## config.mk

```make
export PLATFORM = sky130hd
export DESIGN_NAME = out_arbiter
export DESIGN_NICKNAME = d
export VERILOG_FILES = /design/src/rtl/out_arbiter.sv
export SDC_FILE = /design/constraint.sdc
export NUM_CORES = 1
export LEC_CHECK = 0
export ABC_AREA = 0
export ABC_CLOCK_PERIOD_IN_PS = 2450
export CAP_MARGIN = 20
export CORE_MARGIN = 5
export CORE_UTILIZATION = 38
export DETAILED_ROUTE_END_ITERATION = 6
export PLACE_DENSITY = 0.89
export SETUP_SLACK_MARGIN = 0.4
export SYNTH_ARGS = -nofsm -noshare
export SYNTH_HDL_FRONTEND = slang
export SYNTH_SLANG_ARGS = --single-unit
```

## constraint.sdc

```tcl
create_clock -name fifo_clk -period 2.45 [get_ports fifo_clk]
set_input_delay 0.735 -clock fifo_clk [delete_from_list [all_inputs] [get_ports fifo_clk]]
set_output_delay 0.735 -clock fifo_clk [all_outputs]
set_load 0.1 [all_outputs]
```

## src/rtl/out_arbiter.sv

```systemverilog
// out_arbiter: round-robin arbiter that forwards whole packets from NPORT
// input FIFOs into one downstream FIFO. The grant is locked for the duration
// of a packet and is released only by a tail or single flit.
module out_arbiter #(
    parameter int NPORT    = 4,
    parameter int PORTW    = 2,
    parameter int DATASIZE = 30
) (
    input  logic                      fifo_clk,
    input  logic                      rst,
    input  logic [NPORT-1:0]          in_empty_n,
    input  logic [NPORT*DATASIZE-1:0] in_data,
    output logic [NPORT-1:0]          in_rd_en,
    input  logic                      out_full,
    output logic [DATASIZE-1:0]       out_data,
    output logic                      out_valid,
    output logic [PORTW-1:0]          grant,
    output logic                      busy,
    output logic                      proto_err,
    output logic [15:0]               pkt_cnt
);

    typedef enum logic {
        IDLE = 1'b0,
        XFER = 1'b1
    } state_t;

    localparam logic [1:0] TYPE_BODY   = 2'b00;
    localparam logic [1:0] TYPE_TAIL   = 2'b10;
    localparam logic [1:0] TYPE_SINGLE = 2'b11;

    state_t               state;
    logic [PORTW-1:0]     rr_ptr;
    logic                 first_flit;

    logic [PORTW-1:0]     winner;
    logic                 any_req;
    logic                 pop;
    logic [DATASIZE-1:0]  cur_flit;
    logic [1:0]           cur_type;
    logic                 bad_start;
    logic                 ends_pkt;
    logic [PORTW-1:0]     next_ptr;

    // Round-robin search: walk from the farthest candidate back to rr_ptr so the nearest requester wins.
    always_comb begin
        int               idx;
        logic [PORTW-1:0] idx_p;
        idx     = 0;
        idx_p   = '0;
        winner  = rr_ptr;
        any_req = |in_empty_n;
        for (int i = NPORT - 1; i >= 0; i--) begin
            idx   = (int'(rr_ptr) + i) % NPORT;
            idx_p = PORTW'(idx);
            if (in_empty_n[idx_p]) begin
                winner = idx_p;
            end
        end
    end

    // Select the head flit of the granted FIFO and classify it.
    always_comb begin
        cur_flit = '0;
        for (int p = 0; p < NPORT; p++) begin
            if (grant == PORTW'(p)) begin
                cur_flit = in_data[p*DATASIZE +: DATASIZE];
            end
        end
        cur_type  = cur_flit[DATASIZE-1 -: 2];
        bad_start = first_flit && ((cur_type == TYPE_BODY) || (cur_type == TYPE_TAIL));
        ends_pkt  = (cur_type == TYPE_TAIL) || (cur_type == TYPE_SINGLE);
        next_ptr  = (grant == PORTW'(NPORT - 1)) ? '0 : grant + 1'b1;
    end

    // Pop strobe: only the granted port, only while data is present and downstream has room.
    always_comb begin
        pop      = !rst && (state == XFER) && in_empty_n[grant] && !out_full;
        in_rd_en = pop ? (NPORT'(1) << grant) : '0;
    end

    assign busy = (state == XFER);

    // Packet FSM: arbitrate in IDLE, forward flits in XFER until the packet closes or starts badly.
    always_ff @(posedge fifo_clk) begin
        if (rst) begin
            state      <= IDLE;
            rr_ptr     <= '0;
            grant      <= '0;
            first_flit <= 1'b0;
            out_data   <= '0;
            out_valid  <= 1'b0;
            proto_err  <= 1'b0;
            pkt_cnt    <= '0;
        end else begin
            out_valid <= 1'b0;
            proto_err <= 1'b0;
            case (state)
                IDLE: begin
                    if (any_req) begin
                        grant      <= winner;
                        first_flit <= 1'b1;
                        state      <= XFER;
                    end
                end
                XFER: begin
                    if (pop) begin
                        if (bad_start) begin
                            proto_err <= 1'b1;
                            state     <= IDLE;
                        end else begin
                            out_data   <= cur_flit;
                            out_valid  <= 1'b1;
                            first_flit <= 1'b0;
                            if (ends_pkt) begin
                                state   <= IDLE;
                                rr_ptr  <= next_ptr;
                                pkt_cnt <= pkt_cnt + 16'd1;
                            end
                        end
                    end
                end
            endcase
        end
    end

endmodule

```

==> metrics.txt <==
vias in the first global route=around 4.1k; Tcrit/Tclk final=106%; Num Clock Sinks=54; Slew @ Worst Pin=0.538 ns; Main synth FF type=dfxtp_1; Arr. time, crit path=between 1.5 and 2 ns; DIE AREA=~0.0099 sq mm; outcome=finished, violations left; library cells used by synthesis=39; antenna viol nets, final=0; final net count=~740; biggest area consumer among synthesized cells=dfxtp_1; critical path peak fanout=5; skew final=0.00793 ns; worst reg2reg endpoint=busy; met3 usage=around 4%; Worst VDD drop=0.000263 V; Setup TNS=-0.497 ns; crit path capture type=output port; PwrDens=~370 mW/mm^2; I/O Pins=approximately 180; Pleak=between 2 and 2.5 nW; Worst Path Buf+Inv=2; Cells after Synth=slightly below 400; crit-path cells=buf_6 -> mux4_2 -> and3_4 -> and2_4 -> buf_12; vias per std cell=around 5.8; initial antenna violation count=0; FFs w/ async S/R, synth=0%; worst setup path startpoint=in_empty_n[3]; DP HPWL=slightly below 9000 microns; max-slew violations=0; layer with the highest usage=met2; Cell Area, Synth=between 0.003 and 0.004 sq mm; Port-buffer cells=~180; Final GP Congestion=between 0.8 and 0.9; Core Box Area=approximately 0.008 sq mm; Placement Rows=32; CTS tree=yes; Post-synth top cells=a21oi_1, dfxtp_1, nor2b_1; DRT iter0 DRCs=about 190; RR Startpoint=grant[1]; layout cell share with drive strength beyond 1=between 30% and 40%; termination of the worst setup path=in_rd_en[2]; Final min period=2.59 ns; post-synth net total=between 500 and 600; Hold WS=around 0.49 ns; P_sw=about 0.8 mW; register-to-register setup slack=about 0.030 ns; delay-heaviest family, CP=multiplexers; Detailed Routing Iterations Pass 1=5; total global routing overflow=0; die width=around 100 microns; RSZ-0062 raised after global routing=yes; final hold vios=0; H-tree Lvls=2; WS Path Type=in2out; Root Driver=clkbuf_8; Logic pwr share=39.2%; Global Route Usage Sum=roughly a quarter; CP max stage delay=around 0.49 ns; slew margin rel.=around 64%; clock group share of total power=a little over a fifth; area post-placement=0.00516 sq mm; Final WS setup=-0.135 ns; Area contributors post-synth=dfxtp_1, a21oi_1, a221oi_1, nor2b_1, o21ai_0; MaxCap Viol Count=0; Initial Util=between 30% and 40%; cell with the most instances after synthesis=a21oi_1; DRC violations left=0; via count=4119; clk buf depth=2; global-route wire length before repair=21300 microns; WL/cell=20.5 microns; Global Route met2 Usage=between 40% and 50%; n_diodes=0; Pint=1.53 mW; failing checks=negative setup slack; post-synthesis sequential area ratio=35.5%; clk slew on worst S/H paths=roughly 0.10 ns; FF-to-FF path depth=13; Setup violations, final=5; Routed Wire Length=14500 microns; Avg Inst Size Synth=approximately 7.9 sq um; largest net degree at the start of global routing=45; Seq pwr share=39.6%; slowest CP cell=mux4_2; Yosys reg bits=54; post-route cell area=0.00627 sq mm; worst min-delay path category=reg2reg; Area growth syn-to-layout=106%; Die H=around 100 microns; warnings from Yosys=0; post-synth top area share=35.5%; Sw Share=around a third; GRT met1 Usage=between 30% and 40%; EDFF count, synth=0; startpoint types=primary input; cts bufs inserted=5; Required @ worst endpoint=between 1.5 and 2 ns; clock latency on the worst-skew pair=0.30 ns; FILL cells=440; pre-CTS WS=-0.478 ns; Crit path depth=5; Max Freq=387 MHz
==> worst min-delay path by stage <==
stage          cells after the start   startpoint  slack (ns)           to
6_report                           2   first_flit        0.49   first_flit
5_1_grt                            2  pkt_cnt[10]        0.51  pkt_cnt[10]
4_1_cts                            2   first_flit        0.49   first_flit
3_5_place_dp                       2   first_flit        0.48   first_flit
3_3_place_gp                       2   first_flit        0.46   first_flit
2_1_floorplan                      2   first_flit        0.45   first_flit
==> area by class of cell <==
type / count / area, sq um / area share [%]
flip-flops and latches: 54 / 1100 / 17.5
multi-input cells: 287 / 2300 / 36.6
repair buffers: 247 / 2630 / 41.9
clock inverters: 2 / 8.76 / 0.140
clock buffers: 6 / 72.6 / 1.16
well taps: 102 / 128 / 2.04
inverters: 10 / 40.0 / 0.638
==> routing by layer <==
layer,vias to the layer above,part of all wire [%]
met1,2001,37
met4,0,2.7
met3,34,5.9
met5,-,0
li1,1893,-
met2,191,55
==> worst reg2reg max path, stage by stage (launching register included) <==
cell and delay (ns):
dfxtp_4 0.38, buf_6 0.13, buf_6 0.11, ha_4 0.17
buf_6 0.13, a221oi_4 0.35, buf_4 0.18, buf_6 0.09
buf_6 0.08, buf_6 0.08, buf_6 0.10, nor3_4 0.04
a311o_1 0.32, a21oi_2 0.17
==> cell usage in the layout, fill, tap and decap left out, drive strengths merged <==
master | Yosys | layout
inv | 10 | 10
o41ai | 3 | 3
dlygate4sd2 | 0 | 6
nor3 | 31 | 31
buf | 6 | 123
mux4 | 1 | 1
and3 | 1 | 1
o21ai | 34 | 34
a221oi | 29 | 29
a311o | 1 | 1
nor2 | 8 | 8
nand2b | 1 | 1
mux2i | 2 | 2
or3 | 5 | 5
a211oi | 2 | 2
nand4 | 3 | 3
and2 | 4 | 4
clkbuf | 30 | 8
nand3 | 7 | 7
o21a | 1 | 1
nand3b | 1 | 1
clkinv | 0 | 2
nor2b | 34 | 34
o221ai | 1 | 1
o311ai | 2 | 2
xor2 | 1 | 1
ha | 5 | 5
clkdlybuf4s50 | 0 | 116
nand2 | 11 | 11
or2 | 1 | 1
o2111ai | 1 | 1
nor3b | 3 | 3
dfxtp | 54 | 54
a21oi | 75 | 75
o31ai | 9 | 9
or4 | 9 | 9
a2111oi | 1 | 1
==> power groups by stage <==
stage / Combinational (mW) / Sequential, mW / Clock [mW]
after global placement: 0.727 / 0.936 / 0
after CTS: 0.859 / 0.918 / 0.489
after global routing: 0.955 / 0.925 / 0.535
after detailed placement: 0.743 / 0.938 / 0
final: 0.911 / 0.922 / 0.492
after floorplan: 0.271 / 1.09 / 0
==> stage by stage <==
step / total power [mW] / utilization (%) / cells
after floorplan: 1.36 / - / 387
after global placement: 1.66 / 66.4 / 659
after detailed placement: 1.68 / 66.4 / 659
after CTS: 2.27 / 78.3 / 702
after global routing: 2.42 / 80.7 / 708
final: 2.33 / 80.7 / 708
==> flip-flops by register name, summed over array words and instances, names as in the netlist <==
name and count:
out_valid 1, proto_err 1, grant 2, out_data 30, pkt_cnt 16, first_flit 1
rr_ptr 2, busy 1
==> kinds of logic after synthesis <==
logic type / synth area share, %
multiplexers: 1.40
AND/OR/NAND/NOR: 21.9
flip-flops: 35.5
buffers and inverters: 6.29
XOR/XNOR: 0.288
AO/OA/AOI/OAI: 32.6
adder cells (fa/ha/maj): 2.05
==> what timing repair did <==
item | CTS | global route
gates resized for setup | 115 | 29
setup buffers | 25 | 5
cloned | 10 | 1
endpoints found under the setup margin | 54 | 55
pin swaps | 31 | 20
hold buffers | 0 | 0
Power figures use the tool's default switching activity.
